==> config.mk <==
export PLATFORM = sky130hd
export DESIGN_NAME = regfile_bist
export DESIGN_NICKNAME = d
export VERILOG_FILES = /design/src/rtl/regfile_pkg.sv /design/src/rtl/regfile_bist_cmp.sv /design/src/rtl/regfile_bist.sv
export SDC_FILE = /design/constraint.sdc
export NUM_CORES = 1
export LEC_CHECK = 0
export BUFFER_PORTS_ARGS = -buffer_cell sky130_fd_sc_hd__buf_2
export CORE_AREA = 4 4 83 85
export CTS_BUF_LIST = sky130_fd_sc_hd__clkbuf_8 sky130_fd_sc_hd__clkbuf_16
export DETAILED_ROUTE_END_ITERATION = 8
export DIE_AREA = 0 0 87 89
export PLACE_DENSITY = 0.9
export SLEW_MARGIN = 20
export SYNTH_ARGS = -nofsm -noshare
export SYNTH_HDL_FRONTEND = slang
export SYNTH_SLANG_ARGS = --single-unit
export TNS_END_PERCENT = 1
==> constraint.sdc <==
create_clock -name Clk -period 4.4 [get_ports Clk]
set_clock_uncertainty 0.15 [all_clocks]
set_input_delay 0.22 -clock Clk [delete_from_list [all_inputs] [get_ports Clk]]
set_output_delay 0.22 -clock Clk [all_outputs]
set_load 0.02 [all_outputs]
==> src/rtl/regfile_pkg.sv <==
// Shared definitions for the register-file BIST sequencer: default geometry,
// FSM state encoding and the test pattern generator.
package regfile_pkg;

    localparam int          DEF_ADDR_W   = 5;
    localparam int          DEF_DATA_W   = 32;
    localparam int          DEF_NUM_REGS = 32;
    localparam logic [31:0] DEF_SEED     = 32'h8000_1111;
    localparam logic [31:0] DEF_STRIDE   = 32'h0000_0001;
    localparam int          DEF_ERR_W    = 7;

    typedef enum logic [1:0] {
        IDLE  = 2'd0,
        WRITE = 2'd1,
        READ  = 2'd2,
        DONE  = 2'd3
    } bist_state_t;

    // Value written to register i; wraps modulo 2**DEF_DATA_W.
    function automatic logic [DEF_DATA_W-1:0] pattern(
        input int unsigned           i,
        input logic [DEF_DATA_W-1:0] seed,
        input logic [DEF_DATA_W-1:0] stride
    );
        return seed + DEF_DATA_W'(i) * stride;
    endfunction

endpackage

==> src/rtl/regfile_bist_cmp.sv <==
// Two-port read-back comparator with a saturating mismatch counter and a
// first-mismatch address latch (port A wins a same-cycle tie).
module regfile_bist_cmp
    import regfile_pkg::*;
#(
    parameter int ADDR_W = DEF_ADDR_W,
    parameter int DATA_W = DEF_DATA_W,
    parameter int ERR_W  = DEF_ERR_W
)(
    input  logic              Clk,
    input  logic              Reset,
    input  logic              i_clear,
    input  logic              i_en,
    input  logic [ADDR_W-1:0] i_addr_a,
    input  logic [ADDR_W-1:0] i_addr_b,
    input  logic [DATA_W-1:0] i_data_a,
    input  logic [DATA_W-1:0] i_exp_a,
    input  logic [DATA_W-1:0] i_data_b,
    input  logic [DATA_W-1:0] i_exp_b,
    output logic [ADDR_W-1:0] o_err_addr,
    output logic [ERR_W-1:0]  o_err_count,
    output logic [ERR_W-1:0]  o_count_next
);

    logic [ERR_W-1:0]  r_count;
    logic [ADDR_W-1:0] r_err_addr;
    logic              w_miss_a;
    logic              w_miss_b;
    logic [ERR_W:0]    w_sum;
    logic [ERR_W-1:0]  w_count_next;
    logic [ADDR_W-1:0] w_err_addr_next;

    assign w_miss_a = i_en && (i_data_a != i_exp_a);
    assign w_miss_b = i_en && (i_data_b != i_exp_b);
    assign w_sum    = {1'b0, r_count} + {{ERR_W{1'b0}}, w_miss_a} + {{ERR_W{1'b0}}, w_miss_b};

    always_comb begin
        w_count_next    = r_count;
        w_err_addr_next = r_err_addr;
        if (i_clear) begin
            w_count_next    = '0;
            w_err_addr_next = '0;
        end else begin
            // Carry out of the add can only mean we passed the maximum.
            w_count_next = w_sum[ERR_W] ? {ERR_W{1'b1}} : w_sum[ERR_W-1:0];
            if (r_count == '0) begin
                if (w_miss_a) begin
                    w_err_addr_next = i_addr_a;
                end else if (w_miss_b) begin
                    w_err_addr_next = i_addr_b;
                end
            end
        end
    end

    always_ff @(posedge Clk or posedge Reset) begin
        if (Reset) begin
            r_count    <= '0;
            r_err_addr <= '0;
        end else begin
            r_count    <= w_count_next;
            r_err_addr <= w_err_addr_next;
        end
    end

    assign o_err_addr   = r_err_addr;
    assign o_err_count  = r_count;
    assign o_count_next = w_count_next;

endmodule

==> src/rtl/regfile_bist.sv <==
// Register-file BIST sequencer: writes a linear pattern, reads it back on both
// ports in opposite orders and reports the result. REGFILE_ZERO_REG_EN treats
// register 0 as hardwired zero (not written, expected to read 0).
module regfile_bist
    import regfile_pkg::*;
#(
    parameter int                ADDR_W   = DEF_ADDR_W,
    parameter int                DATA_W   = DEF_DATA_W,
    parameter int                NUM_REGS = DEF_NUM_REGS,
    parameter logic [DATA_W-1:0] SEED     = DATA_W'(DEF_SEED),
    parameter logic [DATA_W-1:0] STRIDE   = DATA_W'(DEF_STRIDE),
    parameter int                ERR_W    = DEF_ERR_W
)(
    input  logic              Clk,
    input  logic              Reset,
    input  logic              Start,
    output logic              Write_Reg,
    output logic [ADDR_W-1:0] W_Addr,
    output logic [DATA_W-1:0] W_Data,
    output logic [ADDR_W-1:0] R_Addr_A,
    output logic [ADDR_W-1:0] R_Addr_B,
    input  logic [DATA_W-1:0] R_Data_A,
    input  logic [DATA_W-1:0] R_Data_B,
    output logic              Busy,
    output logic              Done,
    output logic              Pass,
    output logic [ADDR_W-1:0] Err_Addr,
    output logic [ERR_W-1:0]  Err_Count,
    output logic [7:0]        LED
);

    localparam logic [ADDR_W-1:0] LAST = ADDR_W'(NUM_REGS - 1);
`ifdef REGFILE_ZERO_REG_EN
    localparam logic [ADDR_W-1:0] FIRST_W = ADDR_W'(1);
`else
    localparam logic [ADDR_W-1:0] FIRST_W = '0;
`endif

    function automatic logic [DATA_W-1:0] f_pat(input logic [ADDR_W-1:0] a);
        return DATA_W'(pattern(32'(a), DEF_DATA_W'(SEED), DEF_DATA_W'(STRIDE)));
    endfunction

    function automatic logic [DATA_W-1:0] f_expect(input logic [ADDR_W-1:0] a);
`ifdef REGFILE_ZERO_REG_EN
        if (a == '0) begin
            return '0;
        end
`endif
        return f_pat(a);
    endfunction

    bist_state_t       r_state;
    bist_state_t       w_state_next;
    logic [ADDR_W-1:0] r_idx;
    logic [ADDR_W-1:0] w_idx_next;
    logic [ADDR_W-1:0] w_idx_inc;

    logic              r_write;
    logic [ADDR_W-1:0] r_waddr;
    logic [DATA_W-1:0] r_wdata;
    logic [ADDR_W-1:0] r_raddr_a;
    logic [ADDR_W-1:0] r_raddr_b;
    logic              r_busy;
    logic              r_done;
    logic              r_pass;

    logic              w_write_next;
    logic [ADDR_W-1:0] w_waddr_next;
    logic [DATA_W-1:0] w_wdata_next;
    logic [ADDR_W-1:0] w_raddr_a_next;
    logic [ADDR_W-1:0] w_raddr_b_next;
    logic              w_busy_next;
    logic              w_done_next;
    logic              w_pass_next;
    logic              w_cmp_en;
    logic              w_clear;
    logic [ERR_W-1:0]  w_cnt_next;
    logic [ADDR_W-1:0] w_err_addr;
    logic [ERR_W-1:0]  w_err_count;

    assign w_idx_inc = r_idx + ADDR_W'(1);
    assign w_cmp_en  = (r_state == READ);

    always_comb begin
        w_state_next   = r_state;
        w_idx_next     = r_idx;
        w_write_next   = 1'b0;
        w_waddr_next   = '0;
        w_wdata_next   = '0;
        w_raddr_a_next = '0;
        w_raddr_b_next = '0;
        w_busy_next    = 1'b0;
        w_done_next    = r_done;
        w_pass_next    = r_pass;
        w_clear        = 1'b0;
        case (r_state)
            IDLE, DONE: begin
                if (Start) begin
                    w_state_next = WRITE;
                    w_idx_next   = FIRST_W;
                    w_write_next = 1'b1;
                    w_waddr_next = FIRST_W;
                    w_wdata_next = f_pat(FIRST_W);
                    w_busy_next  = 1'b1;
                    w_done_next  = 1'b0;
                    w_pass_next  = 1'b0;
                    w_clear      = 1'b1;
                end
            end
            WRITE: begin
                w_busy_next = 1'b1;
                if (r_idx == LAST) begin
                    w_state_next   = READ;
                    w_idx_next     = '0;
                    w_raddr_a_next = '0;
                    w_raddr_b_next = LAST;
                end else begin
                    w_idx_next   = w_idx_inc;
                    w_write_next = 1'b1;
                    w_waddr_next = w_idx_inc;
                    w_wdata_next = f_pat(w_idx_inc);
                end
            end
            READ: begin
                if (r_idx == LAST) begin
                    w_state_next = DONE;
                    w_done_next  = 1'b1;
                    // Pass must include the comparison made on this final edge.
                    w_pass_next  = (w_cnt_next == '0);
                end else begin
                    w_busy_next    = 1'b1;
                    w_idx_next     = w_idx_inc;
                    w_raddr_a_next = w_idx_inc;
                    w_raddr_b_next = LAST - w_idx_inc;
                end
            end
            default: begin
                w_state_next = IDLE;
            end
        endcase
    end

    always_ff @(posedge Clk or posedge Reset) begin
        if (Reset) begin
            r_state   <= IDLE;
            r_idx     <= '0;
            r_write   <= 1'b0;
            r_waddr   <= '0;
            r_wdata   <= '0;
            r_raddr_a <= '0;
            r_raddr_b <= '0;
            r_busy    <= 1'b0;
            r_done    <= 1'b0;
            r_pass    <= 1'b0;
        end else begin
            r_state   <= w_state_next;
            r_idx     <= w_idx_next;
            r_write   <= w_write_next;
            r_waddr   <= w_waddr_next;
            r_wdata   <= w_wdata_next;
            r_raddr_a <= w_raddr_a_next;
            r_raddr_b <= w_raddr_b_next;
            r_busy    <= w_busy_next;
            r_done    <= w_done_next;
            r_pass    <= w_pass_next;
        end
    end

    regfile_bist_cmp #(
        .ADDR_W (ADDR_W),
        .DATA_W (DATA_W),
        .ERR_W  (ERR_W)
    ) u_cmp (
        .Clk          (Clk),
        .Reset        (Reset),
        .i_clear      (w_clear),
        .i_en         (w_cmp_en),
        .i_addr_a     (r_raddr_a),
        .i_addr_b     (r_raddr_b),
        .i_data_a     (R_Data_A),
        .i_exp_a      (f_expect(r_raddr_a)),
        .i_data_b     (R_Data_B),
        .i_exp_b      (f_expect(r_raddr_b)),
        .o_err_addr   (w_err_addr),
        .o_err_count  (w_err_count),
        .o_count_next (w_cnt_next)
    );

    assign Write_Reg = r_write;
    assign W_Addr    = r_waddr;
    assign W_Data    = r_wdata;
    assign R_Addr_A  = r_raddr_a;
    assign R_Addr_B  = r_raddr_b;
    assign Busy      = r_busy;
    assign Done      = r_done;
    assign Pass      = r_pass;
    assign Err_Addr  = w_err_addr;
    assign Err_Count = w_err_count;
    assign LED       = {r_pass, r_done, r_busy, w_err_addr[4:0]};

endmodule
Yosys cells after proc, flatten, opt, wreduce, memory -nomap -nowiden
Index checks and enable logic that the tools add are counted.
- input port bits: 67
- word-level logic and storage cells: 74
- bits in registers: 70
- equality and inequality tests: 10
- reduce and logical (&&, ||, !) cells: 13
- mux-type cells: 32
- $add $sub $neg: 7
- operators by type and width (cell ; count):
    $add A32 B5 Y32 const A ; 3
    $mux W32 ; 2
    $ne A32 B32 Y1 ; 2
    $pmux W32 S2 ; 1
    $mux W5 ; 11
    $pmux W5 S3 ; 1
    $logic_not A7 Y1 ; 2
    $mux W7 ; 2
    $pmux W5 S2 ; 1
    $add A7 B1 Y8 ; 1
    $add A8 B1 Y8 ; 1
    $ne A2 B2 Y1 const B ; 4
    $mux W1 ; 6
    $mux W2 ; 3
    $pmux W1 S2 ; 3
    $pmux W2 S3 ; 1
    $reduce_and A3 Y1 ; 2
    $add A5 B1 Y5 const B ; 1
    $eq A5 B5 Y1 const B ; 1
    $sub A5 B5 Y5 const A ; 1
    $eq A2 B2 Y1 const B ; 2
    $reduce_and A2 Y1 ; 2
    $reduce_bool A2 Y1 ; 2
    $pmux W1 S3 ; 1
    other kinds (5) ; 6

Depth between registers and ports, before layout
- word-level depth: 10
- mapped depth: 13
- gate-level depth less buffers: 13

Hierarchy
Synthesis repeated with hierarchy kept, for this count alone.
- cell total of the unflattened synthesis: 331
- area total of the unflattened synthesis: 3195.6 µm²
- by module, submodules not included (module ; times used ; cells each ; area an instance (µm²) ; seq. area each (µm²)):
    regfile_bist ; 1 ; 182 ; 1843.0 ; 800.8
    regfile_bist_cmp ; 1 ; 149 ; 1352.5 ; 300.3

Worst setup path before layout
OpenSTA, ideal clock, no wires.
- path kind: register to register
- start: register r_raddr_b[0] (netlist: R_Addr_B[0])
- end: register r_pass (netlist: Pass)
- required time: 4.140 ns
- path slack: 0.731 ns
- clock period less this slack: 3.669 ns
- stages on the path, launching flop included: 14
- library setup time: 0.110 ns
- arrival time: 3.409 ns
- cells stage by stage: dfrtp_1 > ha_1 > xnor2_1 > and4_1 > nand4_1 > or4_4 > and2_1 > fa_1 > and3_1 > nand2_1 > mux2i_1 > a31oi_1 > o41a_1 > o41ai_1
- word-level cells in the longest chain between the ends: 9
- RTL lines (what ; RTL line ; text):
    start, declared ; regfile_bist.sv:62 ; logic [ADDR_W-1:0] r_raddr_b;
    start signal, assigned ; regfile_bist.sv:162 ; r_raddr_b <= w_raddr_b_next;
    $add A32 B5 Y32 ; regfile_pkg.sv:25 ; return seed + DEF_DATA_W'(i) * stride;
    $ne A32 B32 Y1 ; regfile_bist_cmp.sv:34 ; assign w_miss_b = i_en && (i_data_b != i_exp_b);
    $logic_and A1 B1 Y1 ; regfile_bist_cmp.sv:34 ;
    $add A8 B1 Y8 ; regfile_bist_cmp.sv:35 ; assign w_sum = {1'b0, r_count} + {{ERR_W{1'b0}}, w_miss_a} + {{ERR_W{1'b0}}, w_miss_b};
    $mux W7 ; regfile_bist_cmp.sv:45 ; w_count_next = w_sum[ERR_W] ? {ERR_W{1'b1}} : w_sum[ERR_W-1:0];
    $mux W7 ; regfile_bist_cmp.sv:40 ; if (i_clear) begin
    $logic_not A7 Y1 ; regfile_bist.sv:129 ; w_pass_next = (w_cnt_next == '0);
    $mux W1 ; regfile_bist.sv:125 ; if (r_idx == LAST) begin
    $pmux W1 S2 ; regfile_bist.sv:96 ; case (r_state)
    end signal, assigned ; regfile_bist.sv:165 ; r_pass <= w_pass_next;
    end, declared ; regfile_bist.sv:65 ; logic r_pass;
No other way between the ends. The select of a mux whose other input is x is not followed.
A chain may end at the register's enable or synchronous reset.

Worst setup path after layout
Same ends and word-level chain as after synthesis.

==> impl_metrics.toml <==
[global_route]
first_global_vias = 2293
grt_pass1_wl_um = 10800
grt_usage_pct = 17.5
grt_max_degree = 45
antenna_found_initial = 0
gr-total-overflow = 0

[sta]
max_freq_ghz = 0.256
worst_pin_slew_ns = 0.755
rsz0062_at_grt = "no"
slew_violations = 0
relSlewSlack_pct = 49.6
finalSetupTns_ns = 0
setup_viol = 0
fin_crit_sh_pct = 88.8
fin_crit_ns = 3.91
hold_violations = 0

[power]
worst_ir_drop_vdd_uv = 270
p_leak_nw = 1.77
finalPower_w = 0.00166
powerDensity_nw_per_um2 = 495

[yosys]
netlist_area_um2 = 2780
yosysUniqueCellTypes = 49
ys_seq_area_share_pct = 39.6
yosys_warnings = 0
synth_edf_count = 0
synth_area_per_cell_um2 = 9.41
async_flop_share_pct = 100
synth-main-ff-cell = "dfrtp_1"
synth_seq_cells = 44
postSynthCellCount = 296

[cts]
cts_resized = 0
clockBufferDepth = 2
htree_levels = 2
cts_buffers = 5
path_clk_slew_ns = 0.08
insertion_delay_ns = 0.30
tritoncts_num_sinks = 44
cts_tree = "done"
cts_root_buf = "clkbuf_8"

[drt]
ant_nets = 0
drtPass1Iterations = 4
finalWirelength_um = 7040
wl_per_cell_um = 14.8
drc = 0
vias = 2444
via_per_inst = 5.13
drtIter0Drc = 95

[critical_path]
crit_start = "R_Addr_B[0]"
reg2reg_from = "R_Addr_B[0]"
reg2reg_slack_ns = 0.49
worstPathRequired_ns = 4.44
startpoint_type = "flip-flop"
cp_max_fo = 6
path_class = "flip-flop to flip-flop"
cp-end-kind = "flip-flop"
arrival_ns = 3.94

[die]
start_util_pct = 44.9
die_area_um2 = 7740
fp-row-count = 29
die_w_um = 87
die_h_um = 89
fp.coreArea_um2 = 6200
io_pins = 138

[final_layout]
final_layout_size_suffix_gt1_share_pct = 32.6
fillers = 551
design_area_um2 = 3360
stdcell_count = 476
n_antenna_cell = 0
area_growth_pct = 20.7
final_nets = 476
regArea_um2 = 1100
multi_input_area_um2 = 1420

[placed_design]
placed_cell_area_um2 = 3250
dp.cells = 466
hpwl_um = 5630
place.gp.congestion = 0.853
place.port_buffers = 114

[hold_path]
hold_path.class = "primary input to flip-flop"
hold_start = "R_Data_B[5]"

[outcome]
status = "finished, final reports clean"

[run]
maxCapViolCount = 0
==> where the power goes <==
part / total (W) / leakage (nW) / switching, W / internal, W
combinational: 0.000825 / 1.14 / 0.000527 / 0.000298
sequential: 0.000581 / 0.593 / 0.0000849 / 0.000496
clock: 0.000258 / 0.0404 / 0.000145 / 0.000112
total: 0.00166 / 1.77 / 0.000757 / 0.000906
==> synth_stat cells, types with 2 or more instances <==
library cell	number	area share [%]
or4_4	2	0.81
o21a_1	5	1.3
clkbuf_1	9	1.2
nand4_1	2	0.45
inv_1	13	1.8
xnor2_1	9	2.8
o21ai_0	3	0.54
or3_1	2	0.45
a31oi_1	6	1.3
o22ai_1	2	0.45
nor2_1	25	3.4
dfrtp_1	44	40
nor2b_1	3	0.67
o21ai_1	7	1.3
and3_1	4	0.90
nand2_1	21	2.8
nand4b_1	2	0.63
nor4b_1	4	1.3
nand2b_1	10	2.2
nor3_1	3	0.54
buf_4	34	9.2
o211ai_1	13	3.5
mux2i_1	7	2.5
nor4_1	6	1.3
a21oi_1	11	2.0
nand3_1	5	0.90
xor2_1	10	3.1
nor3b_1	2	0.54
ha_1	10	4.5
and2_1	3	0.67
==> layer usage <==
| metal | track usage (%) | wire [µm] | vias up |
|---|---|---|---|
| met4 | 4.11 | 95 | 0 |
| met5 | 0 | 0 | - |
| met3 | 3.59 | 592 | 14 |
| met1 | 20.2 | 2610 | 1136 |
| met2 | 33.0 | 3740 | 113 |
| li1 | - | - | 1181 |
==> sequential cells by signal (all words and copies together), names as in the netlist, 2 cells and up <==
name	flops
W_Data	7
u_cmp.o_err_count	7
R_Addr_A	5
R_Addr_B	5
W_Addr	5
r_idx	5
u_cmp.o_err_addr	5
r_state	2
==> cells in the final DEF (no fill, tap or decap), types with 3 or more instances in the layout <==
cell type  Yosys  layout
a21oi_1       11      11
a31oi_1        6       6
and2_1         3       3
and3_1         4       4
buf_2          0     114
clkbuf_8       0       5
conb_1         1      23
dfrtp_1       44      44
ha_1          10      10
inv_1         13      13
mux2i_1        7       7
nand2_1       21      21
nand2b_1      10      10
nand3_1        5       5
nor2_1        25      25
nor2b_1        3       3
nor3_1         3       3
nor4_1         6       6
nor4b_1        4       4
o211ai_1      13      13
o21a_1         5       5
o21ai_0        3       3
o21ai_1        7       7
xnor2_1        9       9
xor2_1        10      10
==> stage by stage <==
stage                     setup slack (ns)  hold slack, ns  util [%]
after floorplan                      0.731           0.157         -
after global placement               0.724           0.226      52.3
after detailed placement             0.518           0.244      52.3
after CTS                            0.482         0.00291      54.0
after global routing                 0.284           0.397      54.2
final                                0.491           0.381      54.2
==> critical path, cell delays in order (launching register included) <==
cell and delay, ns:
dfrtp_1 0.44, ha_1 0.33, xnor2_1 0.16, and4_1 0.19, nand4_1 0.08, or4_4 0.55
and2_1 0.19, fa_1 0.42, and3_1 0.24, nand2_1 0.14, mux2i_1 0.21, a31oi_1 0.11
o41a_1 0.32, o41ai_1 0.27
==> final cells by class <==
cell class,instances,share of cell area [%]
Multi-Input combinational cell,217,42.4
Sequential cell,44,32.8
Inverter,13,1.45
Tap cell,77,2.87
Clock buffer,5,2.05
Timing Repair Buffer,117,17.8
Clock inverter,3,0.707
==> final timing paths <==
| check | endpoint | cells past startpoint |
|---|---|---|
| setup / recovery | Pass | 13 |
| hold / removal | u_cmp.o_err_addr[0] | 5 |
| setup reg to reg | Pass | 13 |
| hold reg to reg | r_state[1] | 2 |
| max in group asynchronous | u_cmp.o_err_addr[0] | 4 |
| min in group asynchronous | W_Data[3] | 4 |
==> cells by family after synthesis <==
| logic type | Yosys count | synth area share [%] |
|---|---|---|
| AOI/OAI and AO/OA | 55 | 13.5 |
| xor gates and xnor gates | 19 | 5.98 |
| adders and majority gates | 11 | 5.21 |
| buffers and inverters | 57 | 12.3 |
| DFF | 44 | 39.6 |
| muxes | 7 | 2.52 |
| other | 1 | 0.135 |
| and+or+nand+nor | 102 | 20.9 |
==> timing repair <==
item                                    4_1_cts  5_1_grt
setup buffers                                 0        0
endpoints found under the setup margin        0        0
hold buffers                                  1        1
hold endpoints to repair                     44        1
Note: power is estimated with default switching activity, not from simulation.
